**config.mk**
```make
export PLATFORM = sky130hd
export DESIGN_NAME = fifo_param
export DESIGN_NICKNAME = d
export VERILOG_FILES = /design/src/rtl/fifo_param.sv
export SDC_FILE = /design/constraint.sdc
export NUM_CORES = 1
export LEC_CHECK = 0
export CAP_MARGIN = 0
export CORE_MARGIN = 1
export CORE_UTILIZATION = 53
export DETAILED_ROUTE_END_ITERATION = 8
export PLACE_DENSITY = 0.87
export SLEW_MARGIN = 40
export SYNTH_ARGS = -nofsm -noshare
export SYNTH_HDL_FRONTEND = slang
export SYNTH_SLANG_ARGS = --single-unit
```
**constraint.sdc**
```tcl
create_clock -name clk -period 2.6 [get_ports clk]
set_input_delay 0.52 -clock clk [delete_from_list [all_inputs] [get_ports clk]]
set_output_delay 0.52 -clock clk [all_outputs]
set_load 0.05 [all_outputs]
```
**src/rtl/fifo_param.sv**
```systemverilog
// Parametrised single-clock FIFO with first-word-fall-through read data, occupancy count,
// almost-full/almost-empty thresholds, sticky overflow/underflow flags and synchronous flush.
// Pointers carry one extra wrap bit so full and empty are distinguishable without a counter.
module fifo_param #(
  parameter int unsigned DATA_W    = 8,
  parameter int unsigned DEPTH     = 16,
  parameter int unsigned AF_THRESH = DEPTH - 2,
  parameter int unsigned AE_THRESH = 2
) (
  input  logic                     clk,
  input  logic                     rst,
  input  logic                     we,
  input  logic                     re,
  input  logic [DATA_W-1:0]        wdata,
  input  logic                     flush,
  input  logic                     clr_err,
  output logic [DATA_W-1:0]        rdata,
  output logic                     full,
  output logic                     empty,
  output logic                     almost_full,
  output logic                     almost_empty,
  output logic [$clog2(DEPTH):0]   count,
  output logic                     overflow,
  output logic                     underflow
);

  localparam int unsigned AW = $clog2(DEPTH);
  localparam int unsigned CW = AW + 1;
  localparam logic [AW:0] AfThresh = CW'(AF_THRESH);
  localparam logic [AW:0] AeThresh = CW'(AE_THRESH);

  logic [DATA_W-1:0] mem_q [DEPTH];
  logic [AW:0]       wr_ptr_q, wr_ptr_d;
  logic [AW:0]       rd_ptr_q, rd_ptr_d;
  logic              overflow_q, overflow_d;
  logic              underflow_q, underflow_d;

  logic              full_w, empty_w;
  logic              push_ok, pop_ok;
  logic [AW:0]       count_w;

  // Status is derived purely from registered pointers, so no input reaches an output.
  always_comb begin
    count_w = wr_ptr_q - rd_ptr_q;
    full_w  = (wr_ptr_q[AW] != rd_ptr_q[AW]) && (wr_ptr_q[AW-1:0] == rd_ptr_q[AW-1:0]);
    empty_w = (wr_ptr_q == rd_ptr_q);
  end

  // Next-state for pointers and sticky error flags; flush dominates push/pop and suppresses errors.
  always_comb begin
    push_ok     = we & ~full_w & ~flush;
    pop_ok      = re & ~empty_w & ~flush;
    wr_ptr_d    = wr_ptr_q + {{AW{1'b0}}, push_ok};
    rd_ptr_d    = rd_ptr_q + {{AW{1'b0}}, pop_ok};
    if (flush) begin
      wr_ptr_d = '0;
      rd_ptr_d = '0;
    end
    // A new error event wins over a coincident clear.
    overflow_d  = (we & full_w & ~flush) | (overflow_q & ~clr_err);
    underflow_d = (re & empty_w & ~flush) | (underflow_q & ~clr_err);
  end

  // Pointer and error-flag state with asynchronous reset.
  always_ff @(posedge clk or posedge rst) begin
    if (rst) begin
      wr_ptr_q    <= '0;
      rd_ptr_q    <= '0;
      overflow_q  <= 1'b0;
      underflow_q <= 1'b0;
    end else begin
      wr_ptr_q    <= wr_ptr_d;
      rd_ptr_q    <= rd_ptr_d;
      overflow_q  <= overflow_d;
      underflow_q <= underflow_d;
    end
  end

  // Storage array; contents are intentionally not reset.
  always_ff @(posedge clk) begin
    if (push_ok) begin
      mem_q[wr_ptr_q[AW-1:0]] <= wdata;
    end
  end

  // Output drive: head entry falls through, flags come from the registered pointers.
  always_comb begin
    rdata        = mem_q[rd_ptr_q[AW-1:0]];
    full         = full_w;
    empty        = empty_w;
    count        = count_w;
    almost_full  = (count_w >= AfThresh);
    almost_empty = (count_w <= AeThresh);
    overflow     = overflow_q;
    underflow    = underflow_q;
  end

endmodule

```
## Word-level counts from Yosys, hierarchy flattened

Memories as Yosys holds them, arrays and structs flattened.
Index checks and enable logic that the tools add are counted.

- Bits in writable memories: 128
- Register bits after elaboration: 12
- Input bits: 14
- Output and inout port bits: 19
- Memories: 1

- Multiplexer cells: 4
- Order comparisons: 2
- Add/sub/neg operators: 3
- Eq/ne operators: 3
- Reductions and logical operators: 1
- Bitwise gates (word level): 16

Memory list:

| name | words | width | rd ports | clocked after Yosys merged registers in | write ports | RTL line | RTL |
|---|---|---|---|---|---|---|---|
| mem_q | 16 | 8 | 1 | 0 | 1 | 32 | `logic [DATA_W-1:0] mem_q [DEPTH];` |

Operator list:

| cell | number |
|---|---|
| 5-bit by 1-bit adder with 5-bit output | 2 |
| 1-bit bitwise AND | 10 |
| 5-bit 2-to-1 mux | 2 |
| 5-bit == test | 1 |
| 5-bit by 4-bit >= comparator with 1-bit output (second input constant) | 1 |
| 5-bit by 2-bit <= comparator with 1-bit output (second input constant) | 1 |
| 5-bit subtractor | 1 |
| 4-bit == test | 1 |
| 1-bit inverter | 4 |
| 1-bit 2-to-1 mux | 2 |
| 1-bit OR | 2 |
| 1-bit logical AND | 1 |
| 1-bit inequality test | 1 |

## Depth between registers and ports, before layout

- Depth in word-level cells: 7
- Depth in mapped cells: 12

## Least setup slack after synthesis

Ideal clock, no wire load.

- Path type: reg2out
- Start: register rd_ptr_q[1]
- End: output almost_empty
- Path buffers: 2
- Stages on the path, launching flop included: 9
- Slack: -1.260 ns
- Data arrival time: 3.340 ns
- Required time: 2.080 ns
- Cell sequence: dfrtp_1 clkbuf_8 clkbuf_1 inv_1 fa_1 a21o_1 a21oi_1 xnor2_1 a211oi_1

- Word-level cells in the longest chain between the ends: 2

Ends and longest elaborated chain:

| what | RTL line | RTL |
|---|---|---|
| start, declared | 34 | `logic [AW:0] rd_ptr_q, rd_ptr_d;` |
| start signal, assigned | 73 | `rd_ptr_q <= rd_ptr_d;` |
| 5-bit subtractor | 44 | `count_w = wr_ptr_q - rd_ptr_q;` |
| net count[4] | 22 | `output logic [$clog2(DEPTH):0] count,` |
| 5-bit by 2-bit <= comparator with 1-bit output | 93 | `almost_empty = (count_w <= AeThresh);` |
| end, declared | 21 | `output logic almost_empty,` |

The timed path passes the listed nets, and every way through them passes these cells.

## Worst setup path in the final report

- Start: register rd_ptr_q[1]
- End: output almost_empty

- Word-level cells in the longest chain between the ends: 2

Ends and longest elaborated chain:

| what | RTL line |
|---|---|
| 5-bit subtractor | 44 |
| 5-bit by 2-bit <= comparator with 1-bit output | 93 |

No other way between the ends.

==> flow_summary.json <==
{
  "timing.fmax_mhz": 333,
  "worst_pin_slew_ns": 0.675,
  "clock_tree.htree_level_count": 4,
  "library_cell_with_the_highest_instance_count_after_synthesis": "sky130_fd_sc_hd__edfxtp_1",
  "unrepaired_setup_endpoints_after_global_routing": "true",
  "grt-ovfl-total": 0,
  "final_net_count": 407,
  "initial_core_util_pct": 55.1,
  "row_count": 37,
  "synthesis.area_sq_mm": 0.00572,
  "timing.final.crit_share_pct": 115,
  "max-clock-path-buffers": 2,
  "die_h_microns": 106,
  "min_period_ns": 3.00,
  "synth_seq_cells": 140,
  "netlist_top_cells_area": "sky130_fd_sc_hd__edfxtp_1 67%, sky130_fd_sc_hd__mux4_2 7.1%, sky130_fd_sc_hd__mux4_1 6.4%",
  "wl_per_cell_microns": 26.0,
  "synth.top_cells.by_count": "128 x sky130_fd_sc_hd__edfxtp_1, 24 x sky130_fd_sc_hd__nor2_1, 18 x sky130_fd_sc_hd__mux4_2",
  "ctsHoldBuffers": 0,
  "hpwl_dp_microns": 7360,
  "arrival_time_reported_for_the_critical_path_endpoint_ns": 2.48,
  "core_region_area_sq_mm": 0.0104,
  "holdCritPathClass": "primary input to asynchronous set/reset pin",
  "final-max-slew-violation-count": 0,
  "numCtsBuffers": 17,
  "layout.core_utilization_pct": 72.1,
  "antenna_left": 0,
  "grt_first_pass_wirelength_microns": 19900,
  "vias_post_dr": 3268,
  "worst_setup_ep_type": "output pin",
  "fin_ws_ns": -0.400,
  "post_route_cells_drive_above_1_share_pct": 40.7,
  "slew_headroom_pct": 55.0,
  "synth-main-ff-cell": "sky130_fd_sc_hd__edfxtp_1",
  "timing.clock.skew_ns": 0.0105,
  "critical_path.max_fanout": 3,
  "worst_ir_drop_vdd_v": 0.000392,
  "grt_start_max_net_pins": 35,
  "status": "complete, but fails checks",
  "synth_warnings": 0,
  "cap_violations": 0,
  "worstPathCellList": "inv_2 > ha_4 > nor2b_4 > o21a_1 > or3_4 > a211oi_4 > buf_12",
  "max_stage_delay_ns": 0.43,
  "drt-vias-per-instance": 6.14,
  "cp-start-kind": "register",
  "postSynthAreaPerCell_sq_um": 19.3,
  "root_buffer": "sky130_fd_sc_hd__clkbuf_8",
  "worstSkewPairLatency_ns": 0.53,
  "setup_viol": 12,
  "setup_tns_after_final_layout_ns": -2.82,
  "path_clk_slew_ns": 0.06,
  "area_growth_pct": 30.8,
  "first_global_vias": 3422,
  "top_level_ports": 33,
  "instances_no_fill": 532,
  "synth_top_cell_area_share_pct": 67.2,
  "violations": "setup timing",
  "pre_cts_ws_ns": 0.0460,
  "power.static_leakage_nw": 2.59,
  "yosys.area.top_type": "sky130_fd_sc_hd__edfxtp_1",
  "timing_hold_violations_final": 0,
  "ys_types": 34,
  "worst_path_class_setup": "register to output pin",
  "synth.net_count": 320,
  "clock_sink_count": 140,
  "place_inst": 485,
  "die-area_sq_mm": 0.0112,
  "drcViolationCount": 0,
  "seq_area_frac_synth_pct": 72.5,
  "antenna_cells_inserted": 0,
  "global_route_usage_over_all_layers_pct": 25.6,
  "portBuffers": 32,
  "crit_family": "simple AND/OR/NAND/NOR gates",
  "totalWireLength_microns": 13800,
  "first_pass_iters": 5,
  "floorplan.die.width_microns": 106,
  "crit_buf_inv": 2,
  "critical_path.slowest_cell": "sky130_fd_sc_hd__or3_4",
  "critPathRequiredTime_ns": 2.08,
  "synth_edf_count": 128,
  "gp_congestion": 0.783,
  "syn-instance-count": 297,
  "number_of_violations_reported_at_the_end_of_detailed_routing_iteration_0": 341,
  "antenna_found_initial": 0,
  "synth-async-reset-ratio_pct": 8.57,
  "powerDensity_mw_per_mm2": 744,
  "tritoncts": "done"
}
[power by group]
group	switching, mW	internal [mW]
combinational	0.286	0.253
sequential	0.00898	2.48
clock	0.902	1.64
total	1.20	4.37
[timing repair]
item                       CTS  global route
gates cloned                 3             0
setup endpoints to repair   13            15
pin swaps                   15            14
gates resized for setup     47            18
buffers inserted             7             7
[cells in the final DEF (no fill, tap or decap), types with 4 or more instances in the layout]
| cell | netlist | layout |
|---|---|---|
| sky130_fd_sc_hd__buf_12 | 0 | 11 |
| sky130_fd_sc_hd__nor2b_1 | 5 | 4 |
| sky130_fd_sc_hd__bufinv_16 | 0 | 5 |
| sky130_fd_sc_hd__nand2_1 | 12 | 10 |
| sky130_fd_sc_hd__dfrtp_1 | 12 | 10 |
| sky130_fd_sc_hd__edfxtp_1 | 128 | 128 |
| sky130_fd_sc_hd__ha_1 | 8 | 5 |
| sky130_fd_sc_hd__xnor2_1 | 5 | 4 |
| sky130_fd_sc_hd__xor2_1 | 5 | 4 |
| sky130_fd_sc_hd__clkdlybuf4s50_1 | 0 | 15 |
| sky130_fd_sc_hd__a22oi_2 | 0 | 16 |
| sky130_fd_sc_hd__mux4_2 | 18 | 31 |
| sky130_fd_sc_hd__nand3_1 | 4 | 4 |
| sky130_fd_sc_hd__inv_1 | 9 | 6 |
| sky130_fd_sc_hd__nor2_1 | 24 | 23 |
| sky130_fd_sc_hd__buf_4 | 1 | 36 |
| sky130_fd_sc_hd__nor3_1 | 4 | 4 |
| sky130_fd_sc_hd__buf_6 | 4 | 14 |
| sky130_fd_sc_hd__clkbuf_16 | 0 | 16 |
[through the flow]
step	hold slack, ns	instance area, sq um	total power, mW
after global routing	0.344	7480	5.69
final	0.338	7480	5.57
after global placement	0.502	6520	2.95
after detailed placement	0.527	6520	2.97
after CTS	0.326	7380	5.53
after floorplan	0.385	5800	2.79
[state kept, by name, summed over array words and instances, names as in the netlist]
signal     cells
overflow       1
rd_ptr_q       5
underflow      1
wr_ptr_q       5
mem_q        128
[per-layer routing]
metal  share of wire (%)  vias to the layer above  track usage [%]
li1                    -                     1360                -
met1                  37                     1690             32.5
met2                  53                      178             43.1
met3                 7.4                       40             6.74
met4                 2.7                        0             8.83
met5                   0                        -                0
[final timing paths]
| check | end | from | depth (start not counted) | slack, ns |
|---|---|---|---|---|
| setup / recovery | almost_empty | rd_ptr_q[1] | 7 | -0.40 |
| hold / removal | rd_ptr_q[4] | rst | 2 | 0.34 |
| setup reg to reg | mem_q[2][4] | rd_ptr_q[3] | 7 | 0.17 |
| hold reg to reg | underflow | underflow | 2 | 0.57 |
| max in group asynchronous | rd_ptr_q[0] | rst | 2 | 1.92 |
| min in group clk | underflow | underflow | 2 | 0.57 |
[logic make-up (layout without fill, tap and decap cells)]
kind of cell               Yosys count  count (layout)  synth area share (%)
AOI/OAI and AO/OA                   26              26                  3.39
xor gates and xnor gates            10              10                  1.53
adders and majority gates            9               9                  2.10
buffers and inverters               21             120                  2.19
DFF                                140             140                  72.5
muxes                               32              32                  13.5
and+or+nand+nor                     59              59                  4.79
[area by class of cell]
| cell class | count | area [sq um] |
|---|---|---|
| Clock buffer | 18 | 418 |
| Clock inverter | 13 | 198 |
| Fill cell | 593 | 2890 |
| Inverter | 9 | 33.8 |
| Multi-Input combinational cell | 136 | 1620 |
| Sequential cell | 140 | 4150 |
| Tap cell | 136 | 170 |
| Timing Repair Buffer | 80 | 896 |
Note: power is estimated with default switching activity, not from simulation.
